===== src/rtl/satd_pkg.sv =====
// Shared widths, FSM encoding and constant helpers for the SATD accumulator slice.
package satd_pkg;

  localparam int NUM_COEF = 8;

  typedef enum logic [0:0] {
    ST_IDLE = 1'b0,
    ST_ACC  = 1'b1
  } state_e;

  function automatic int clog2(input int v);
    int r;
    r = 0;
    for (int i = 0; i < 31; i++) begin
      if ((32'sd1 <<< i) < v) r = i + 1;
    end
    return r;
  endfunction

  function automatic int iw(input int length);
    return length + 5;
  endfunction

  function automatic int acc_w(input int length, input int beats);
    return iw(length) + 3 + clog2(beats);
  endfunction

  // Round-half-up bias added before the final right shift.
  function automatic int rnd_bias(input int shift);
    if (shift > 0) return 32'sd1 <<< (shift - 1);
    else return 0;
  endfunction

endpackage


===== src/rtl/abs_sum8.sv =====
// S1: registered absolute values of eight signed coefficients; S2: registered adder tree.
module abs_sum8
  import satd_pkg::*;
#(
  parameter int IW = 17
) (
  input  logic                 clk,
  input  logic                 rst,
  input  logic                 in_en,
  input  logic signed [IW-1:0] x [NUM_COEF],
  input  logic                 s1_en,
  output logic        [IW+2:0] sum_q
);

  localparam logic [IW-1:0] ONE = {{(IW-1){1'b0}}, 1'b1};

  logic [IW-1:0] abs_d [NUM_COEF];
  logic [IW-1:0] abs_q [NUM_COEF];
  logic [IW:0]   l1_s  [4];
  logic [IW+1:0] l2_s  [2];
  logic [IW+2:0] sum_d;

  // Most-negative input maps to 2^(IW-1), representable as unsigned IW bits.
  always_comb begin
    for (int k = 0; k < NUM_COEF; k++) begin
      if (x[k][IW-1]) abs_d[k] = $unsigned(~x[k]) + ONE;
      else            abs_d[k] = $unsigned(x[k]);
    end
  end

  always_comb begin
    for (int i = 0; i < 4; i++) l1_s[i] = {1'b0, abs_q[2*i]} + {1'b0, abs_q[2*i+1]};
    for (int i = 0; i < 2; i++) l2_s[i] = {1'b0, l1_s[2*i]} + {1'b0, l1_s[2*i+1]};
    sum_d = {1'b0, l2_s[0]} + {1'b0, l2_s[1]};
  end

  always_ff @(posedge clk) begin
    if (rst) begin
      for (int k = 0; k < NUM_COEF; k++) abs_q[k] <= '0;
      sum_q <= '0;
    end else begin
      if (in_en) abs_q <= abs_d;
      if (s1_en) sum_q <= sum_d;
    end
  end

endmodule


===== src/rtl/satd_accumulator.sv =====
// Block SATD: |x| + adder tree (abs_sum8), beat counter/FSM driving sel,
// tag pipeline with abort kill, block accumulator and rounded result.
module satd_accumulator
  import satd_pkg::*;
#(
  parameter int LENGTH = 12,
  parameter int BEATS  = 8,
  parameter int SHIFT  = 0
) (
  input  logic                                 clk,
  input  logic                                 rst,
  input  logic                                 in_valid,
  input  logic signed [LENGTH+4:0]             htv_0,
  input  logic signed [LENGTH+4:0]             htv_1,
  input  logic signed [LENGTH+4:0]             htv_2,
  input  logic signed [LENGTH+4:0]             htv_3,
  input  logic signed [LENGTH+4:0]             htv_4,
  input  logic signed [LENGTH+4:0]             htv_5,
  input  logic signed [LENGTH+4:0]             htv_6,
  input  logic signed [LENGTH+4:0]             htv_7,
  input  logic                                 abort,
  output logic                                 sel,
  output logic                                 busy,
  output logic                                 satd_valid,
  output logic [acc_w(LENGTH, BEATS)-1:0]      satd
);

  localparam int IW    = iw(LENGTH);
  localparam int SW    = IW + 3;
  localparam int ACC_W = acc_w(LENGTH, BEATS);
  localparam int CW    = clog2(BEATS);
  localparam logic [CW-1:0]  LAST_CNT = CW'(BEATS - 1);
  localparam logic [CW-1:0]  CNT_ONE  = CW'(1);
  localparam logic [ACC_W:0] RND      = (ACC_W + 1)'(rnd_bias(SHIFT));

  state_e            state_q, state_d;
  logic [CW-1:0]     beat_cnt_q, beat_cnt_d;
  logic              p1_valid_q, p1_first_q, p1_last_q;
  logic              p1_valid_d, p1_first_d, p1_last_d;
  logic              p2_valid_q, p2_first_q, p2_last_q;
  logic              p2_valid_d, p2_first_d, p2_last_d;
  logic [ACC_W-1:0]  acc_q, acc_d, satd_q, satd_d;
  logic              satd_valid_q, satd_valid_d;
  logic              accept_s, kill_p1_s, kill_p2_s, s3_fire_s;
  logic [SW-1:0]     sum_s;
  logic [ACC_W-1:0]  total_s;
  logic [ACC_W:0]    rnd_s;
  logic signed [IW-1:0] x_s [NUM_COEF];

  assign x_s = '{htv_0, htv_1, htv_2, htv_3, htv_4, htv_5, htv_6, htv_7};

  abs_sum8 #(.IW(IW)) u_abs_sum8 (
    .clk   (clk),
    .rst   (rst),
    .in_en (accept_s),
    .x     (x_s),
    .s1_en (p1_valid_q),
    .sum_q (sum_s)
  );

  always_ff @(posedge clk) begin
    if (rst) state_q <= ST_IDLE;
    else     state_q <= state_d;
  end

  always_comb begin
    state_d = state_q;
    case (state_q)
      ST_IDLE: begin
        if (accept_s) state_d = ST_ACC;
        else          state_d = ST_IDLE;
      end
      ST_ACC: begin
        if (abort)                                state_d = ST_IDLE;
        else if (accept_s && beat_cnt_q == LAST_CNT) state_d = ST_IDLE;
        else                                      state_d = ST_ACC;
      end
      default: state_d = ST_IDLE;
    endcase
  end

  always_comb begin
    busy       = (state_q == ST_ACC);
    sel        = beat_cnt_q[0];
    satd       = satd_q;
    satd_valid = satd_valid_q;
  end

  // An abort kills in-flight beats younger than the newest in-flight last beat.
  always_comb begin
    accept_s  = in_valid & ~abort;
    kill_p1_s = abort & ~p1_last_q;
    kill_p2_s = abort & ~p2_last_q & ~(p1_valid_q & p1_last_q);
    s3_fire_s = p2_valid_q & ~kill_p2_s;

    if (abort)                                  beat_cnt_d = {CW{1'b0}};
    else if (accept_s && beat_cnt_q == LAST_CNT) beat_cnt_d = {CW{1'b0}};
    else if (accept_s)                          beat_cnt_d = beat_cnt_q + CNT_ONE;
    else                                        beat_cnt_d = beat_cnt_q;

    p1_valid_d = accept_s;
    p1_first_d = (beat_cnt_q == {CW{1'b0}});
    p1_last_d  = (beat_cnt_q == LAST_CNT);
    p2_valid_d = p1_valid_q & ~kill_p1_s;
    p2_first_d = p1_first_q;
    p2_last_d  = p1_last_q;
  end

  always_comb begin
    if (p2_first_q) total_s = ACC_W'(sum_s);
    else            total_s = acc_q + ACC_W'(sum_s);
    rnd_s = {1'b0, total_s} + RND;

    if (s3_fire_s) acc_d = total_s;
    else           acc_d = acc_q;

    satd_valid_d = s3_fire_s & p2_last_q;
    if (satd_valid_d) satd_d = ACC_W'(rnd_s >> SHIFT);
    else              satd_d = satd_q;
  end

  always_ff @(posedge clk) begin
    if (rst) begin
      beat_cnt_q   <= '0;
      p1_valid_q   <= 1'b0;
      p1_first_q   <= 1'b0;
      p1_last_q    <= 1'b0;
      p2_valid_q   <= 1'b0;
      p2_first_q   <= 1'b0;
      p2_last_q    <= 1'b0;
      acc_q        <= '0;
      satd_q       <= '0;
      satd_valid_q <= 1'b0;
    end else begin
      beat_cnt_q   <= beat_cnt_d;
      p1_valid_q   <= p1_valid_d;
      p1_first_q   <= p1_first_d;
      p1_last_q    <= p1_last_d;
      p2_valid_q   <= p2_valid_d;
      p2_first_q   <= p2_first_d;
      p2_last_q    <= p2_last_d;
      acc_q        <= acc_d;
      satd_q       <= satd_d;
      satd_valid_q <= satd_valid_d;
    end
  end

endmodule

===== config.mk =====
export PLATFORM = sky130hd
export DESIGN_NAME = satd_accumulator
export DESIGN_NICKNAME = d
export VERILOG_FILES = /design/src/rtl/satd_pkg.sv /design/src/rtl/abs_sum8.sv /design/src/rtl/satd_accumulator.sv
export SDC_FILE = /design/constraint.sdc
export NUM_CORES = 1
export LEC_CHECK = 0
export CAP_MARGIN = 20
export CORE_MARGIN = 5
export CORE_UTILIZATION = 40
export CTS_BUF_LIST = sky130_fd_sc_hd__clkbuf_4
export CTS_CLUSTER_SIZE = 24
export DETAILED_ROUTE_END_ITERATION = 10
export PLACE_DENSITY_LB_ADDON = 0.3
export RECOVER_POWER = 25
export SLEW_MARGIN = 20
export SYNTH_ARGS = -nofsm -noshare
export SYNTH_HDL_FRONTEND = slang
export SYNTH_SLANG_ARGS = --single-unit

===== constraint.sdc =====
create_clock -name clk -period 8 [get_ports clk]
set_input_delay 2.4 -clock clk [delete_from_list [all_inputs] [get_ports clk]]
set_output_delay 2.4 -clock clk [all_outputs]
set_load 0.05 [all_outputs]

==> results of run 1 <==
[power by group through the flow]
stage | Combinational, mW | Sequential, mW | Clock [mW]
detailed placement | 1.31 | 1.19 | 0
CTS | 1.32 | 1.17 | 1.00
floorplan | 0.928 | 1.18 | 0
global route | 1.50 | 1.17 | 1.06
global placement | 1.27 | 1.19 | 0
finish | 1.31 | 1.17 | 0.971
[per-stage QoR]
| step | hold WS (ps) | total power [mW] | cell area (um2) | cells | setup WS, ps |
|---|---|---|---|---|---|
| floorplan | 413.8 | 2.103 | 14960 | 1843 | 3402 |
| global placement | 430.4 | 2.465 | 16960 | 2394 | 2970 |
| detailed placement | 434.7 | 2.502 | 16960 | 2394 | 2939 |
| CTS | 450.6 | 3.488 | 17690 | 2496 | 2975 |
| global route | 465.2 | 3.733 | 17700 | 2498 | 1927 |
| finish | 450.1 | 3.446 | 17700 | 2498 | 2295 |
[final cells by class]
cell class	count	share of cell area, %
multi-input cells	1281	53.15
clock buffers	82	3.478
flip-flops and latches	213	24.09
repair buffers	175	9.847
inverters	258	5.472
well taps	468	3.308
clock inverters	20	0.6433
diodes	1	0.01414
[critical path: cells and delay by family]
family        cells  cell delay (ps)
buf+inv           2             3180
simple gates      2              590
[layer usage]
layer / share of wire, % / routed length (um) / global-route usage, %
met1: 43 / 17840 / 24.77
met2: 50 / 20640 / 35.32
met3: 3.9 / 1626 / 2.592
met4: 3.0 / 1238 / 6.456
met5: 0 / 0 / 0
[sequential cells by signal, indices dropped and copies added (netlist names)]
name,count
acc_q,23
beat_cnt_q,3
busy,1
p1_first_q,1
p1_last_q,1
p1_valid_q,1
p2_first_q,1
p2_last_q,1
p2_valid_q,1
satd,23
satd_valid,1
u_abs_sum8.abs_q,136
u_abs_sum8.sum_q,20
[cell families (layout without fill, tap and decap cells)]
kind of cell / Yosys count / count (layout) / share of synthesized area, %
AO/OA/AOI/OAI: 438 / 438 / 19.30
XOR/XNOR: 111 / 111 / 6.499
adder cells (fa/ha/maj): 153 / 153 / 17.92
buffers and inverters: 349 / 535 / 8.799
flip-flops: 213 / 213 / 28.50
multiplexers: 30 / 30 / 2.024
other: 0 / 1 / 0
AND/OR/NAND/NOR: 549 / 549 / 16.96
[Yosys cell counts (3+ instances only)]
cell,instances
o21ai_1,3
or2_2,4
a2111oi_0,3
nand3b_1,11
nand4_1,11
a31oi_1,14
a21o_1,9
o211ai_1,7
or3_1,19
o41ai_1,6
clkbuf_1,78
nand2b_1,20
a311o_1,3
nor3b_1,4
a211oi_1,120
buf_2,4
nor4_1,4
xnor2_1,31
ha_1,51
mux2i_1,28
a221oi_1,3
inv_1,257
nand4b_1,4
fa_1,102
o31ai_1,30
or4_1,10
dfxtp_1,213
o21a_1,7
nand3_1,23
o21bai_1,6
and3_1,25
buf_1,8
o21ai_0,85
nand2_1,161
xor2_1,80
a21oi_1,113
nor2_1,193
nor2b_1,11
o41ai_2,4
nor3_1,40
[how the worst min path moves through the flow]
| stage | cells after the start | to | slack (ps) | from |
|---|---|---|---|---|
| final | 2 | u_abs_sum8.abs_q[94]$_SDFFE_PP0P_ | 450 | u_abs_sum8.abs_q[94]$_SDFFE_PP0P_ |
| after global routing | 1 | p2_first_q$_SDFF_PP0_ | 470 | p1_first_q$_SDFF_PP0_ |
| after CTS | 1 | p2_first_q$_SDFF_PP0_ | 450 | p1_first_q$_SDFF_PP0_ |
| after detailed placement | 1 | p2_first_q$_SDFF_PP0_ | 430 | p1_first_q$_SDFF_PP0_ |
| after global placement | 1 | p2_first_q$_SDFF_PP0_ | 430 | p1_first_q$_SDFF_PP0_ |
| after floorplan | 1 | p2_first_q$_SDFF_PP0_ | 410 | p1_first_q$_SDFF_PP0_ |
==> flow_summary.toml, run 1 <==
[timing]
fin_setup_tns_ps = 0
relSlewSlack_pct = -41.80
fin_crit_ps = 5705
fin_skew_ps = 86.80
fmaxAchievable_ghz = 0.1753
tightestPinTransition_ps = 2127
final_hold_viol_count = 0
finalCritPeriodShare_pct = 71.31
grt_setup_unrepaired = "false"
setup_viol = 0
timing_max_transition_violations_final = 148

[yosys]
yosys_most_used_dff = "dfxtp_1"
synthesis.nets = 2136
synth.largest_area_cell = "dfxtp_1"
number_of_synthesized_flops_with_an_enable_pin = 0
mappedNetlistArea_um2 = 14960
postSynth.asyncResetShare_pct = 0
synthDominantCellAreaShare_pct = 28.50
synth_cells = 1843
post_synth_main_area_contributors = "dfxtp_1, fa_1, inv_1, a211oi_1, nor2_1"
synth-seq-area-share_pct = 28.50
warnings_synthesis = 0
postSynthAreaPerCell_um2 = 8.117
ys_ff_latch = 213
synth.distinct_cells = 69

[critical_path]
cp_startpoint = "rst"
worstReg2RegStart = "u_abs_sum8.abs_q[20]$_SDFFE_PP0P_"
critical_path_start_type = "input port"
timing_worst_setup_path_type = "in -> reg"
r2r_slack_ps = 2980
critPathSlowestCell = "clkbuf_2"
rr_endpoint = "u_abs_sum8.sum_q[15]$_SDFFE_PP0P_"
max_stage_delay_ps = 1690
cp_data_required_time_ps = 8510
critical_path.endpoint_type = "flip-flop"
timing.critical_path.cells = "clkbuf_1, clkbuf_2, nor3_1, or3_1"
worst-endpoint-arrival_ps = 6220
worstSetupEndpoint = "u_abs_sum8.sum_q[15]$_SDFFE_PP0P_"
reg2regPathDepth = 16
critPathMaxFanout = 101

[place]
dp.final_hpwl_mm = 32.31
io_buffer_count = 165
routability_driven_placement_congestion_ratio = 0.8640

[power_and_ir_drop]
power_share_of_the_combinational_group_pct = 37.9
static-leakage-power_nw = 7.180
power-per-cell-area_nw_per_um2 = 194.7
sequentialPowerShare_pct = 33.9
p_sw_mw = 1.278
clockPowerShare_pct = 28.2
power.switching_fraction_pct = 37.08
vdd_drop_max_mv = 0.1116
power.internal_mw = 2.168

[detailed_routing]
drt-vias-per-instance = 5.199
finalWirelength_mm = 41.35
detail_route.wl_per_cell_um = 16.55
initialDrtViolationCount = 702
ant_nets = 0
detailroute.via_count = 12986
dr.pass1.iters = 8
drc = 0

[final_layout]
utilization_pct = 48.12
multiInputGateArea_um2 = 9407
area_added_between_synthesis_and_finish_pct = 18.32
fillCellCount = 3680
layout.cells.most_common_list = "inv_1, dfxtp_1, nor2_1, clkdlybuf4s50_1, nand2_1"
final_common_cell = "inv_1"
drive_gt1_share_pct = 6.309
register_area_um2 = 4264
final_net_count = 2280

[die]
initial_utilization_pct = 40.67
die_area_um2 = 41370
dieWidth_um = 203.4
floorplan.rows = 70
core-area_um2 = 36790
chipHeight_um = 203.4
top_level_ports = 166

[clocking]
clock_latency_ps = 710
cts.clk_slew.worst_paths_ps = 70
ctsHtreeMaxLevel = 2
cts_num_sinks = 213
cts-root-to-sink-buffers = 3
post_cts_resize_count = 0
total_clock_buffers_created_by_cts = 58
cts_tree = "yes"
post_cts_buffers = 0
clk_root_buffer_cell = "clkbuf_4"
post_cts_hold_buffer_count = 0

[grt]
grt-ovfl-total = 0
grt_antenna_before_repair = 1
wire_length_of_the_first_global_routing_pass_mm = 67.39
vias_in_the_first_global_route = 13165
global_route.usage.total_pct = 19.78
grt_start_max_net_pins = 114

[run_status]
outcome = "complete, but fails checks"
failing_checks = "capacitance limit, slew limit"

[job]
number_of_maximum_capacitance_constraint_violations = 2

[worst_hold_path]
timing.hold.worst.class = "reg -> reg"
No activity file was read; power rests on OpenSTA's default activity.
==> inputs of run 2 (changes only) <==
==> constraint.sdc (replaced) <==
create_clock -name clk -period 5.95 [get_ports clk]
set_input_delay 1.785 -clock clk [delete_from_list [all_inputs] [get_ports clk]]
set_output_delay 1.785 -clock clk [all_outputs]
set_load 0.05 [all_outputs]
==> flow_summary.toml, run 2 (synthesis gave the netlist of run 1 again) <==
[critical_path]
worst-endpoint-arrival_ps = 5490
critPathMaxFanout = 3
critical-path-top-delay-family = "adder cells"
max_stage_delay_ps = 620
critical_path.endpoint_type = "flip-flop"
critPathSlowestCell = "or4b_2"
timing_worst_setup_path_type = "reg -> reg"
critical_path_start_type = "flip-flop"
timing.critical_path.cells = "inv_1, fa_1, inv_1, fa_1, fa_1, inv_1, fa_1, inv_1, ha_1, inv_1, fa_1, nor2b_1, o31a_1, nor2_1, o211ai_1, a31oi_1, or4b_2, o311ai_0"
critical_path.n_buffers_inverters = 5
cp_data_required_time_ps = 6520

[grt]
wire_length_of_the_first_global_routing_pass_mm = 68.95
grt_antenna_before_repair = 1
grt_start_max_net_pins = 102
grt-ovfl-total = 0
global_route.usage.total_pct = 20.54
vias_in_the_first_global_route = 13183

[die]
core-area_um2 = 36790
top_level_ports = 166
dieWidth_um = 203.4
chipHeight_um = 203.4
initial_utilization_pct = 40.67
floorplan.rows = 70
die_area_um2 = 41370

[run_status]
failing_checks = "capacitance limit, slew limit"
outcome = "complete, but fails checks"

[timing]
timing_max_transition_violations_final = 134
fmaxAchievable_ghz = 0.2034
setup_viol = 0
grt_setup_unrepaired = "false"
final_hold_viol_count = 0
tightestPinTransition_ps = 3168
finalCritPeriodShare_pct = 82.64
relSlewSlack_pct = -112.2
fin_setup_tns_ps = 0
postLayoutSetupSlackWorst_ps = 1033
hold_ws_ps = 434.1
fin_crit_ps = 4917
fin_skew_ps = 39.48

[detailed_routing]
finalWirelength_mm = 43.00
dr.pass1.iters = 4
initialDrtViolationCount = 609
detail_route.wl_per_cell_um = 17.15
drc = 0
detailroute.via_count = 13106
ant_nets = 0
drt-vias-per-instance = 5.228

[final_layout]
fillCellCount = 3582
final_common_cell = "inv_1"
finalNonFillerCells = 2507
area_added_between_synthesis_and_finish_pct = 18.43
registers.top_by_ff_count = "u_abs_sum8.abs_q"
utilization_pct = 48.16
largest_register_ffs = 136
drive_gt1_share_pct = 5.741
layout.cells.most_common_list = "inv_1, dfxtp_1, nor2_1, clkdlybuf4s50_1, nand2_1"
final_net_count = 2283

[clocking]
cts-root-to-sink-buffers = 3
cts_tree = "yes"
clock_latency_ps = 710
ctsHtreeMaxLevel = 2
clk_root_buffer_cell = "clkbuf_4"
post_cts_buffers = 0
cts_num_sinks = 213
total_clock_buffers_created_by_cts = 59
post_cts_resize_count = 0
cts.clk_slew.worst_paths_ps = 60
post_cts_hold_buffer_count = 0

[job]
number_of_maximum_capacitance_constraint_violations = 4

[place]
routability_driven_placement_congestion_ratio = 0.8820
dp_slack_ps = 1077
io_buffer_count = 165
dp.final_hpwl_mm = 33.96
dpl.cell_count = 2397

[power_and_ir_drop]
vdd_drop_max_mv = 0.1379
power-per-cell-area_nw_per_um2 = 265.4
static-leakage-power_nw = 7.182

[worst_hold_path]
timing.hold.worst.class = "reg -> reg"
==> run 2: cell count changes in the layout (fill, tap and decap cells not counted), sizes merged <==
cell           before  now
dlygate4sd3         0    2
clkinvlp            0    1
clkinv             19   31
clkdlybuf4s50     164  162
bufinv              1    2
buf                 9    8
clkbuf             84   80
==> run 2: per-layer routing <==
metal,GRT usage [%],up-vias,wire (um)
met3,3.291,73,2051
li1,-,6553,-
met4,7.034,0,1379
met1,24.97,6143,17920
met5,0,-,0
met2,36.96,337,21650
==> run 2: path summary, 6_finish.rpt <==
path	from	end	cells after the start	slack, ps
max reg2reg	u_abs_sum8.abs_q[2]$_SDFFE_PP0P_	u_abs_sum8.sum_q[12]$_SDFFE_PP0P_	18	1030
min reg2reg	p1_first_q$_SDFF_PP0_	p2_first_q$_SDFF_PP0_	1	430
max	u_abs_sum8.abs_q[2]$_SDFFE_PP0P_	u_abs_sum8.sum_q[12]$_SDFFE_PP0P_	18	1030
min	p1_first_q$_SDFF_PP0_	p2_first_q$_SDFF_PP0_	1	430
==> run 2: power by group <==
part / leakage (nW) / total, mW / switching, mW / internal, mW
clock: 0.441 / 1.34 / 0.658 / 0.687
sequential: 1.74 / 1.57 / 0.0614 / 1.51
combinational: 5.00 / 1.79 / 1.06 / 0.725
total: 7.18 / 4.70 / 1.78 / 2.92
==> run 2: area by class of cell <==
cell class	instances	area, um2	share of cell area [%]
timing repair buffer	177	1762	9.944
multi-input combinational	1281	9373	52.91
clock inverter	34	197.7	1.116
inverter	258	968.4	5.467
tap	468	585.6	3.305
sequential	213	4264	24.07
antenna	1	2.502	0.01413
clock buffer	75	563.0	3.178
==> run 2: metrics by stage <==
stage	instance area, um2	power [mW]
floorplan	14960	2.828
global placement	17010	3.374
detailed placement	17010	3.397
CTS	17770	4.767
global route	17720	5.086
finish	17720	4.702
==> inputs of run 3 (changes only) <==
==> constraint.sdc (replaced) <==
create_clock -name clk -period 4.2 [get_ports clk]
set_input_delay 1.26 -clock clk [delete_from_list [all_inputs] [get_ports clk]]
set_output_delay 1.26 -clock clk [all_outputs]
set_load 0.05 [all_outputs]
==> flow_summary.toml, run 3 (synthesis gave the netlist of run 1 again) <==
[run_status]
outcome = "complete, but fails checks"
failing_checks = "capacitance limit, slew limit, setup timing"

[timing]
fin_crit_ps = 4468
grt_setup_unrepaired = "true"
relSlewSlack_pct = -0.8153
setup_viol = 9
fmaxAchievable_ghz = 0.2238
fin_skew_ps = 65.37
timing_max_transition_violations_final = 33
tightestPinTransition_ps = 1512
finalCritPeriodShare_pct = 106.4
final_hold_viol_count = 0
fin_setup_tns_ps = -1101
postLayoutSetupSlackWorst_ps = -268.4

[detailed_routing]
finalWirelength_mm = 42.09
detailroute.via_count = 13272
initialDrtViolationCount = 630
detail_route.wl_per_cell_um = 16.44
dr.pass1.iters = 5
drc = 0
drt-vias-per-instance = 5.184
ant_nets = 0

[clocking]
cts-root-to-sink-buffers = 3
total_clock_buffers_created_by_cts = 59
cts_num_sinks = 213
clk_root_buffer_cell = "clkbuf_4"
post_cts_hold_buffer_count = 0
clock_latency_ps = 720
cts.clk_slew.worst_paths_ps = 70
ctsHtreeMaxLevel = 2
cts_tree = "yes"

[critical_path]
max_stage_delay_ps = 580
worstReg2RegStart = "u_abs_sum8.abs_q[54]$_SDFFE_PP0P_"
worst_path_most_repeated_cell = "inv_2"
timing_worst_setup_path_type = "reg -> reg"
critPathSlowestCell = "fa_2"
critPathMaxFanout = 2
worst-endpoint-arrival_ps = 5030
cp_data_required_time_ps = 4760
timing.critical_path.cells = "inv_2, fa_1, inv_2, fa_1, fa_1, inv_2, fa_2, inv_2, ha_4, a211oi_4, nor3_4, o31ai_2, o21ba_2, o21bai_1, nor4bb_1, or3_1"
critical_path_start_type = "flip-flop"
critical_path.endpoint_type = "flip-flop"
cp_startpoint = "u_abs_sum8.abs_q[54]$_SDFFE_PP0P_"

[final_layout]
final_common_cell = "inv_1"
final_net_count = 2338
registers.top_by_ff_count = "u_abs_sum8.abs_q"
drive_gt1_share_pct = 11.86
largest_register_ffs = 136
area_added_between_synthesis_and_finish_pct = 23.23
layout.cells.most_common_list = "inv_1, dfxtp_1, nor2_1, clkdlybuf4s50_1, nand2_1"

[power_and_ir_drop]
power.internal_mw = 4.697
vdd_drop_max_mv = 0.2488
sequentialPowerShare_pct = 30.0
power-per-cell-area_nw_per_um2 = 403.5
power.switching_fraction_pct = 36.86
p_sw_mw = 2.742
static-leakage-power_nw = 7.471
power_share_of_the_combinational_group_pct = 45.0
clockPowerShare_pct = 25.0

[die]
top_level_ports = 166
chipHeight_um = 203.4
floorplan.rows = 70
core-area_um2 = 36790
dieWidth_um = 203.4
die_area_um2 = 41370
initial_utilization_pct = 40.67

[grt]
grt-ovfl-total = 0
grt_antenna_before_repair = 1
vias_in_the_first_global_route = 13295
wire_length_of_the_first_global_routing_pass_mm = 67.78
grt_start_max_net_pins = 95
global_route.usage.total_pct = 19.92

[worst_hold_path]
timing.hold.worst.start = "p1_first_q$_SDFF_PP0_"
timing.hold.worst.class = "reg -> reg"

[place]
routability_driven_placement_congestion_ratio = 0.8806
dp_slack_ps = -206.2
dp.final_hpwl_mm = 32.92
io_buffer_count = 165

[job]
number_of_maximum_capacitance_constraint_violations = 2
[run 3: cell count changes in the layout (fill, tap and decap cells not counted), moves of 6 or more]
cell	delta
dfxtp_1	-18
inv_1	-19
ha_1	-11
buf_4	+50
o21ai_0	-6
inv_2	+19
ha_4	+10
clkbuf_4	+6
dfxtp_2	+18
[run 3: timing repair]
action	4_1_cts	5_1_grt
buffers inserted	5	8
gates resized for setup	35	35
pin swaps	31	33
gates cloned	0	0
endpoints found under the hold margin	0	0
setup endpoints to repair	9	12
[run 3: stage by stage]
| stage | utilization, % | instance area [um2] | total power, mW | instances | hold WS, ps |
|---|---|---|---|---|---|
| after floorplan | - | 15070 | 4.173 | 1843 | 413.8 |
| after global placement | 47.47 | 17460 | 5.147 | 2443 | 423.0 |
| after detailed placement | 47.47 | 17460 | 5.220 | 2443 | 426.8 |
| after CTS | 49.98 | 18390 | 7.338 | 2555 | 442.6 |
| after global routing | 50.11 | 18430 | 7.989 | 2560 | 448.2 |
| final | 50.11 | 18430 | 7.439 | 2560 | 435.8 |
[run 3: worst paths after layout]
path                                        to  slack (ps)  cells after the start
min reg2reg              p2_first_q$_SDFF_PP0_         440                      1
max reg2reg  u_abs_sum8.sum_q[15]$_SDFFE_PP0P_        -270                     16
min                      p2_first_q$_SDFF_PP0_         440                      1
max          u_abs_sum8.sum_q[15]$_SDFFE_PP0P_        -270                     16
[run 3: layout make-up]
class / count / area [um2]
diodes: 1 / 2.502
clock buffers: 81 / 608.1
clock inverters: 26 / 137.6
fillers: 3555 / 18350
inverters: 258 / 968.4
multi-input cells: 1281 / 9664
flip-flops and latches: 213 / 4287
well taps: 468 / 585.6
repair buffers: 232 / 2181
[run 3: metal layers]
metal  part of all wire (%)  track usage, %  vias up
met5                      0               0        -
met4                    2.0           4.794        0
met3                    3.8           2.751       54
met2                     51           36.10      276
met1                     43           25.13     6272
li1                       -               -     6670
[run 3: worst max-delay path, delay by kind of cell (launching register included)]
kind	cells	cell delay (ps)
adders and majority gates	5	2380
buffers and inverters	4	190
and+or+nand+nor	3	570
AOI/OAI and AO/OA	4	860
DFF	1	320
[run 3: power by group through the flow]
| stage | Sequential (mW) | Clock (mW) | Combinational [mW] |
|---|---|---|---|
| floorplan | 2.24 | 0 | 1.93 |
| global placement | 2.27 | 0 | 2.88 |
| detailed placement | 2.27 | 0 | 2.95 |
| CTS | 2.23 | 1.92 | 3.19 |
| global route | 2.24 | 2.03 | 3.72 |
| finish | 2.23 | 1.86 | 3.35 |
